## config.mk

```make
export PLATFORM = sky130hd
export DESIGN_NAME = sdram_burst_arbiter
export DESIGN_NICKNAME = d
export VERILOG_FILES = /design/src/rtl/sdram_arb_pkg.sv /design/src/rtl/rr_arb2.sv /design/src/rtl/sdram_burst_arbiter.sv
export SDC_FILE = /design/constraint.sdc
export NUM_CORES = 1
export LEC_CHECK = 0
export CAP_MARGIN = 20
export CORE_ASPECT_RATIO = 1.2
export CORE_MARGIN = 5
export CORE_UTILIZATION = 44
export CTS_CLUSTER_DIAMETER = 60
export DETAILED_ROUTE_END_ITERATION = 8
export PLACE_DENSITY = 0.92
export SLEW_MARGIN = 20
export SYNTH_ARGS = -nofsm -noshare
export SYNTH_HDL_FRONTEND = slang
export SYNTH_SLANG_ARGS = --single-unit
```

## constraint.sdc

```tcl
create_clock -name clk -period 4.6 [get_ports clk]
set_clock_uncertainty 0.05 [all_clocks]
set_input_delay 1.15 -clock clk [delete_from_list [all_inputs] [get_ports clk]]
set_output_delay 1.15 -clock clk [all_outputs]
set_load 0.02 [all_outputs]
```

## src/rtl/sdram_arb_pkg.sv

```systemverilog
// Shared definitions for the SDRAM burst arbiter.
//   arb_state_e     : arbiter FSM states
//   *_DEF           : default parameter values for the top level
//   clog2()         : ceiling log2, usable in constant expressions
package sdram_arb_pkg;

    typedef enum logic [2:0] {
        IDLE     = 3'd0,
        WAIT_RDY = 3'd1,
        ISSUE    = 3'd2,
        BURST    = 3'd3,
        DONE     = 3'd4
    } arb_state_e;

    localparam int unsigned BURST_LEN_DEF   = 8;
    localparam int unsigned ADR_W_DEF       = 25;
    localparam int unsigned DAT_W_DEF       = 16;
    localparam int unsigned TIMEOUT_CYC_DEF = 1023;

    function automatic int unsigned clog2(input int unsigned v);
        int unsigned r;
        r = 0;
        for (int unsigned i = 0; i < 32; i++) begin
            if ((64'd1 << i) < 64'(v)) r = i + 1;
        end
        return r;
    endfunction

endpackage

```

## src/rtl/rr_arb2.sv

```systemverilog
// Two-way round-robin pick.
//   req_i  : request vector, bit N = client N
//   last_i : client served most recently
//   any_o  : at least one request present
//   pick_o : chosen client (valid when any_o)
module rr_arb2 (
    input  logic [1:0] req_i,
    input  logic       last_i,
    output logic       any_o,
    output logic       pick_o
);

    always_comb begin
        any_o = |req_i;
        // On contention favour the client not served last; otherwise the lone requester.
        if (&req_i) pick_o = ~last_i;
        else        pick_o = req_i[1];
    end

endmodule

```

## src/rtl/sdram_burst_arbiter.sv

```systemverilog
// Shares one SDRAM controller burst port between two clients.
//   clk, rst                  : clock, async active-high reset
//   cN_req/we/adr/wdata       : client N burst request, direction, start address, write data
//   cN_gnt/beat/rdata         : client N grant, beat strobe, read data
//   ready                     : controller accepts a new burst
//   wr_req/rd_req/adr_sdram   : burst command to the controller
//   data_to_sdram             : write data (mux of the granted client)
//   data_from_sdram, wr_valid, rd_valid : controller beat handshakes
//   busy, err_timeout         : status, one-cycle abort pulse
module sdram_burst_arbiter
    import sdram_arb_pkg::*;
#(
    parameter int unsigned BURST_LEN   = BURST_LEN_DEF,
    parameter int unsigned ADR_W       = ADR_W_DEF,
    parameter int unsigned DAT_W       = DAT_W_DEF,
    parameter int unsigned TIMEOUT_CYC = TIMEOUT_CYC_DEF
) (
    input  logic             clk,
    input  logic             rst,
    input  logic             c0_req,
    input  logic             c0_we,
    input  logic [ADR_W-1:0] c0_adr,
    input  logic [DAT_W-1:0] c0_wdata,
    output logic             c0_gnt,
    output logic             c0_beat,
    output logic [DAT_W-1:0] c0_rdata,
    input  logic             c1_req,
    input  logic             c1_we,
    input  logic [ADR_W-1:0] c1_adr,
    input  logic [DAT_W-1:0] c1_wdata,
    output logic             c1_gnt,
    output logic             c1_beat,
    output logic [DAT_W-1:0] c1_rdata,
    input  logic             ready,
    output logic             wr_req,
    output logic             rd_req,
    output logic [ADR_W-1:0] adr_sdram,
    output logic [DAT_W-1:0] data_to_sdram,
    input  logic [DAT_W-1:0] data_from_sdram,
    input  logic             wr_valid,
    input  logic             rd_valid,
    output logic             busy,
    output logic             err_timeout
);

    localparam int unsigned BCW = clog2(BURST_LEN) + 1;
    localparam int unsigned TCW = clog2(TIMEOUT_CYC + 1);
    localparam logic [ADR_W-1:0] ADR_MASK = ~ADR_W'(BURST_LEN - 1);

    arb_state_e state_q, state_d;

    logic             sel_q, sel_d;
    logic             we_q, we_d;
    logic [ADR_W-1:0] adr_q, adr_d;
    logic             gnt_q, gnt_d;
    logic             wr_req_q, wr_req_d;
    logic             rd_req_q, rd_req_d;
    logic [BCW-1:0]   beat_cnt_q, beat_cnt_d;
    logic [TCW-1:0]   to_cnt_q, to_cnt_d;
    logic             last_q, last_d;
    logic             err_q, err_d;
    logic             rbeat_q, rbeat_d;
    logic [DAT_W-1:0] rdata0_q, rdata0_d;
    logic [DAT_W-1:0] rdata1_q, rdata1_d;

    logic arb_any, arb_pick;
    logic active, beat, last_beat, timeout;

    rr_arb2 u_arb (
        .req_i  ({c1_req, c0_req}),
        .last_i (last_q),
        .any_o  (arb_any),
        .pick_o (arb_pick)
    );

    // Only beats of the granted direction, while a command is outstanding, count.
    assign active    = (state_q == ISSUE) || (state_q == BURST);
    assign beat      = active && (we_q ? wr_valid : rd_valid);
    assign last_beat = (state_q == ISSUE) ? (BURST_LEN == 1)
                                          : (beat_cnt_q == BCW'(BURST_LEN - 1));
    // A beat in the same cycle wins over the timeout.
    assign timeout   = active && !beat && (to_cnt_q == TCW'(TIMEOUT_CYC));

    always_ff @(posedge clk or posedge rst) begin
        if (rst) state_q <= IDLE;
        else     state_q <= state_d;
    end

    always_comb begin
        state_d = state_q;
        case (state_q)
            IDLE:     if (arb_any) state_d = WAIT_RDY;
            WAIT_RDY: if (ready)   state_d = ISSUE;
            ISSUE, BURST: begin
                if (beat)         state_d = last_beat ? DONE : BURST;
                else if (timeout) state_d = IDLE;
            end
            DONE:     state_d = IDLE;
            default:  state_d = IDLE;
        endcase
    end

    always_comb begin
        sel_d      = sel_q;
        we_d       = we_q;
        adr_d      = adr_q;
        gnt_d      = gnt_q;
        wr_req_d   = wr_req_q;
        rd_req_d   = rd_req_q;
        beat_cnt_d = beat_cnt_q;
        to_cnt_d   = to_cnt_q;
        last_d     = last_q;
        err_d      = 1'b0;
        rbeat_d    = 1'b0;
        rdata0_d   = rdata0_q;
        rdata1_d   = rdata1_q;
        case (state_q)
            IDLE: begin
                if (arb_any) begin
                    sel_d      = arb_pick;
                    we_d       = arb_pick ? c1_we : c0_we;
                    adr_d      = (arb_pick ? c1_adr : c0_adr) & ADR_MASK;
                    gnt_d      = 1'b1;
                    beat_cnt_d = '0;
                    to_cnt_d   = '0;
                end
            end
            WAIT_RDY: begin
                if (ready) begin
                    wr_req_d = we_q;
                    rd_req_d = ~we_q;
                end
            end
            ISSUE, BURST: begin
                if (beat) begin
                    wr_req_d   = 1'b0;
                    rd_req_d   = 1'b0;
                    to_cnt_d   = '0;
                    beat_cnt_d = (state_q == ISSUE) ? BCW'(1) : beat_cnt_q + BCW'(1);
                    // Grant drops as DONE is entered so it is already low in DONE.
                    if (last_beat) gnt_d = 1'b0;
                    if (!we_q) begin
                        rbeat_d = 1'b1;
                        if (sel_q) rdata1_d = data_from_sdram;
                        else       rdata0_d = data_from_sdram;
                    end
                end else if (timeout) begin
                    wr_req_d = 1'b0;
                    rd_req_d = 1'b0;
                    gnt_d    = 1'b0;
                    err_d    = 1'b1;
                    last_d   = sel_q;
                    to_cnt_d = '0;
                end else begin
                    to_cnt_d = to_cnt_q + TCW'(1);
                end
            end
            DONE: begin
                last_d     = sel_q;
                beat_cnt_d = '0;
            end
            default: ;
        endcase
    end

    always_ff @(posedge clk or posedge rst) begin
        if (rst) begin
            sel_q      <= 1'b0;
            we_q       <= 1'b0;
            adr_q      <= '0;
            gnt_q      <= 1'b0;
            wr_req_q   <= 1'b0;
            rd_req_q   <= 1'b0;
            beat_cnt_q <= '0;
            to_cnt_q   <= '0;
            last_q     <= 1'b1;
            err_q      <= 1'b0;
            rbeat_q    <= 1'b0;
            rdata0_q   <= '0;
            rdata1_q   <= '0;
        end else begin
            sel_q      <= sel_d;
            we_q       <= we_d;
            adr_q      <= adr_d;
            gnt_q      <= gnt_d;
            wr_req_q   <= wr_req_d;
            rd_req_q   <= rd_req_d;
            beat_cnt_q <= beat_cnt_d;
            to_cnt_q   <= to_cnt_d;
            last_q     <= last_d;
            err_q      <= err_d;
            rbeat_q    <= rbeat_d;
            rdata0_q   <= rdata0_d;
            rdata1_q   <= rdata1_d;
        end
    end

    // Write beats strobe combinationally; read beats strobe with the registered data.
    assign c0_gnt        = gnt_q & ~sel_q;
    assign c1_gnt        = gnt_q &  sel_q;
    assign c0_beat       = ~sel_q & ((beat & we_q) | rbeat_q);
    assign c1_beat       =  sel_q & ((beat & we_q) | rbeat_q);
    assign c0_rdata      = rdata0_q;
    assign c1_rdata      = rdata1_q;
    assign wr_req        = wr_req_q;
    assign rd_req        = rd_req_q;
    assign adr_sdram     = adr_q;
    assign data_to_sdram = sel_q ? c1_wdata : c0_wdata;
    assign busy          = (state_q != IDLE);
    assign err_timeout   = err_q;

endmodule

```

# Word level (Yosys, flattened, before mapping)
# Cells that the tools add are included.
# word_totals
register_bits	79
latchBits	0
mem_bits_rw	0
mem_bits_ro	0
in_bits	107
output_inout_bits	81
wordCells	100
mem_count	0
# op_classes
n_addsub	2
mul	0
n_div	0
order_cmp	0
eq_ne	13
shifts	0
muxes	39
n_bitwise	9
reduce_logical	23
# ops
cell	count
10-bit two-way mux	3
25-bit two-way mux	1
10-bit case mux with 2 select lines	1
1-bit two-way mux	19
16-bit two-way mux	1
3-bit two-way mux	5
4-bit two-way mux	3
4-bit case mux with 3 select lines	1
3-bit AND reduction	4
4-bit AND reduction	3
10-bit by 1-bit adder with 10-bit output (second input constant)	1
10-bit == test (second input constant)	1
2-bit inequality test (second input constant)	5
3-bit case mux with 3 select lines	1
1-bit case mux with 2 select lines	4
3-bit by 2-bit == test with 1-bit output (second input constant)	2
3-bit inequality test (second input constant)	2
2-bit AND reduction	3
2-bit nonzero test	3
3-bit nonzero test	2
1-bit AND	5
4-bit by 1-bit adder with 4-bit output (second input constant)	1
4-bit by 3-bit == test with 1-bit output (second input constant)	1
2-bit OR reduction	2
8 further kinds	12

# Logic depth before layout (Yosys ltp)
# depth
depth_word	9
depth_mapped	7
mapped_depth_nobuf	5

# By module
# From an unflattened synthesis, not the netlist that was laid out.
# unflattened
cells_unflattened	330
area_unflattened_um2	3779.9
# modules_own_cells
module	instances	cells_each	area_each_um2	seq_area_each_um2
sdram_burst_arbiter	1	328	3766.1	1978.1
rr_arb2	1	2	13.8	0.0

# Worst setup path before layout
# Ideal clock, no wire load.
# synth_path
kind	input -> output
start	in wr_valid
end	out c1_beat
arrival_ns	1.563
t_required_ns	3.400
path_slack_ns	1.837
path_stages	2
n_path_buf	0
cell_sequence	a31oi_1 -> nor2b_1
# synth_between
elab_chain_cells	5
# synth_lines
item	line_no	source
from (decl)	sdram_burst_arbiter.sv:40	input logic wr_valid,
1-bit two-way mux	sdram_burst_arbiter.sv:78	assign beat = active && (we_q ? wr_valid : rd_valid);
1-bit logical AND	sdram_burst_arbiter.sv:78	
1-bit AND	sdram_burst_arbiter.sv:202	assign c1_beat = sel_q & ((beat & we_q) | rbeat_q);
1-bit bitwise OR	sdram_burst_arbiter.sv:202	
1-bit AND	sdram_burst_arbiter.sv:202	
to (decl)	sdram_burst_arbiter.sv:32	output logic c1_beat,
# No other way between the ends.

# Worst setup path in the final report
# Ends and elaborated chain as after synthesis.

==> impl_metrics.yaml <==
timing:
  drv_slew: 0
  max_freq_mhz: 271
  tightest_slew_ns: 1.02
  grt_setup_unrepaired: "false"
  fin_ws_ns: 0.910
  period_share: 0.802
  fin_crit_ns: 3.69
  setup_viol: 0
  max_slew_margin: 0.322
  hold_viol: 0
  finalSetupTns_ns: 0
clocking:
  htree_levels: 3
  clockRootBuffer: "clkbuf_8"
  cts_resized: 0
  clk_pin_slew_ns: 0.08
  clock-sinks: 79
  post_cts_buffers: 0
  cts_tree: "done"
  clock_latency_ns: 0.35
  cts_hold_buffers: 0
  cts_buffers: 9
  cts_buffer_depth: 2
grt:
  grt_usage: 0.204
  grt_max_degree: 56
  grt_pass1_vias: 3528
  globalRouteOverflowTotal: 0
  grt_pass1_wl_mm: 16.8
  antenna_found_initial: 0
layout:
  nets: 617
  final_util: 0.686
  antenna_cells: 0
  fillers: 681
  regArea_um2: 1980
  multiInputGateArea_um2: 1680
  area_growth_pct: 53.4
  layout.cells.non_filler: 629
  final_area_um2: 5840
  drive_gt1_frac: 0.115
die:
  pin_count: 188
  coreArea_um2: 8520
  dieArea_um2: 10600
  fp.dieW_um: 94.9
  initial_core_util: 0.447
  die_y_um: 112
  num_rows: 37
worst_hold_path:
  hp-start: "c0_rdata[8]"
  hold_class: "flop to flop"
synth:
  syn_avg_cell_area_um2: 11.3
  synth_cell_type_count: 47
  netlist_instances: 337
  netlist_area_um2: 3810
  synth_edf_count: 0
  seq_area_frac_synth: 0.519
  ys_ff_latch: 79
  synthFlopType: "dfrtp_1"
  yosysWarnings: 0
  synthArstFlopShare: 1.00
power:
  p_leak_nw: 2.42
  irDropWorstVdd_mv: 0.301
  powerDensity_nw_per_um2: 603
  comb_power_share: 0.519
  p_sw_mw: 1.38
  power.share.clock: 0.141
  pwr-share-seq: 0.340
  p_int_mw: 2.14
  switching_share: 0.393
detailed_routing:
  first_iter_violations: 74
  wl_per_cell_um: 16.8
  vias: 3232
  drt_first_pass_iters: 4
  via_per_inst: 5.14
  drc: 0
  wirelength_mm: 10.6
  drtAntennaViolNets: 0
worst_setup_path:
  required_ns: 3.40
  slowest_stage: "clkdlybuf4s50_1"
  regToRegStartpoint: "we_q"
  cpLargestDelayFamily: "buffers and inverters"
  critPathArrivalTime_ns: 2.49
  worstSetupStartpoint: "wr_valid"
  critical_path_class: "primary input to output port"
  cp_max_fo: 2
  endpoint_kind: "output port"
  worstSetupStartpointType: "primary input"
  slowest_delay_ns: 0.61
  crit_buf_inv: 2
  cpMostUsedCell: "clkdlybuf4s50_1"
  cp_cell_sequence: "clkdlybuf4s50_1 -> a31oi_1 -> nor2b_1 -> clkdlybuf4s50_1"
place:
  dp_hpwl_mm: 8.28
  dp_slack_ns: 0.901
  io_buffers: 178
  gp_congestion: 0.834
  placedCellCount: 613
  place_area_um2: 5640
status:
  outcome: "finished clean"
flow_run:
  maxCapViolations: 0
==> worst register-to-register path, delay by kind of cell, from the launching register on <==
kind,cells,cell delay (ns)
and+or+nand+nor,2,0.79
DFF,1,0.53
muxes,1,0.41
AOI/OAI and AO/OA,1,0.31
==> cells by family (layout without fill, tap and decap cells) <==
logic type | Yosys count | in the layout | share of synthesized area
compound gates | 64 | 64 | 0.101
fa+ha+maj | 2 | 2 | 0.00657
buf+inv | 32 | 205 | 0.0473
flops | 79 | 79 | 0.519
mux | 74 | 74 | 0.212
other cells | 1 | 3 | 0.000985
simple gates | 85 | 85 | 0.113
==> Yosys cell counts, types with 2 or more instances <==
master,instances,area (um^2)
nand3_1,7,35.0
buf_2,9,45.0
o21ai_0,15,75.1
o22ai_1,2,12.5
buf_6,3,33.8
inv_1,8,30.0
ha_1,2,25.0
a211oi_1,2,15.0
o31ai_1,2,15.0
clkbuf_1,5,18.8
mux2_1,21,236
nor3_1,6,30.0
mux2_2,29,327
nand4_1,3,18.8
and3_1,3,18.8
and2_1,2,12.5
or3_1,5,31.3
nor2_1,35,131
nand2_1,11,41.3
buf_4,7,52.6
a21oi_1,26,130
mux2i_1,23,230
a31oi_1,6,37.5
nor2b_1,5,31.3
dfrtp_1,78,1950
==> layout make-up <==
class                   instances  area share
clock buffers                  10      0.0218
clock inverters                 5      0.0101
inverters                       8     0.00535
multi-input cells             228       0.287
flip-flops and latches         79       0.339
well taps                     117      0.0251
repair buffers                182       0.312
==> power groups by stage <==
| stage | Clock, mW | Combinational (mW) | Sequential (mW) |
|---|---|---|---|
| floorplan | 0 | 0.753 | 1.43 |
| global placement | 0 | 1.79 | 1.19 |
| detailed placement | 0 | 1.84 | 1.21 |
| CTS | 0.513 | 1.85 | 1.20 |
| global route | 0.544 | 1.95 | 1.24 |
| finish | 0.497 | 1.83 | 1.20 |
==> per-layer routing <==
metal	vias to the layer above	routed length (um)	track usage
met5	-	0	0
met4	0	243	0.0789
met3	23	867	0.0743
met2	139	5690	0.357
met1	1540	3780	0.221
li1	1530	-	-
==> path summary, 6_finish.rpt <==
path	slack [ns]	cells past startpoint	end
worst min-delay path	0.44	1	c0_rdata[8]
max in group asynchronous	2.47	4	last_q
worst min register to register	0.44	1	c0_rdata[8]
worst max-delay path	0.91	4	c1_beat
worst max register to register	2.42	4	state_q[0]
min in group asynchronous	1.08	2	c0_rdata[11]
==> through the flow <==
step / hold WS, ns / power [mW]
floorplan: 0.386 / 2.19
global route: 0.457 / 3.74
detailed placement: 0.424 / 3.05
CTS: 0.441 / 3.56
global placement: 0.403 / 2.98
finish: 0.439 / 3.52
==> flip-flops by register name, summed over array words and instances (netlist names), 3 cells and up <==
register    flops
adr_sdram      22
c0_rdata       16
c1_rdata       16
to_cnt_q       10
beat_cnt_q      4
state_q         3
==> cells in the final DEF, fill, tap and decap left out, types with 3 or more instances in the layout <==
cell type        Yosys  layout
o21ai_0             15      15
dfrtp_1             78      78
nand3_1              7       7
mux2_1              21      21
nand2_1             11      11
or3_1                5       5
mux2_2              29      29
nor2_1              35      34
and3_1               3       3
clkdlybuf4s50_1      0     178
inv_1                8       7
a21oi_1             26      26
buf_4                7       3
nor2b_1              5       5
mux2i_1             23      23
clkbuf_8             0       9
nor3_1               6       6
conb_1               1       3
nand4_1              3       3
a31oi_1              6       6
No activity file was read; power rests on OpenSTA's default activity.
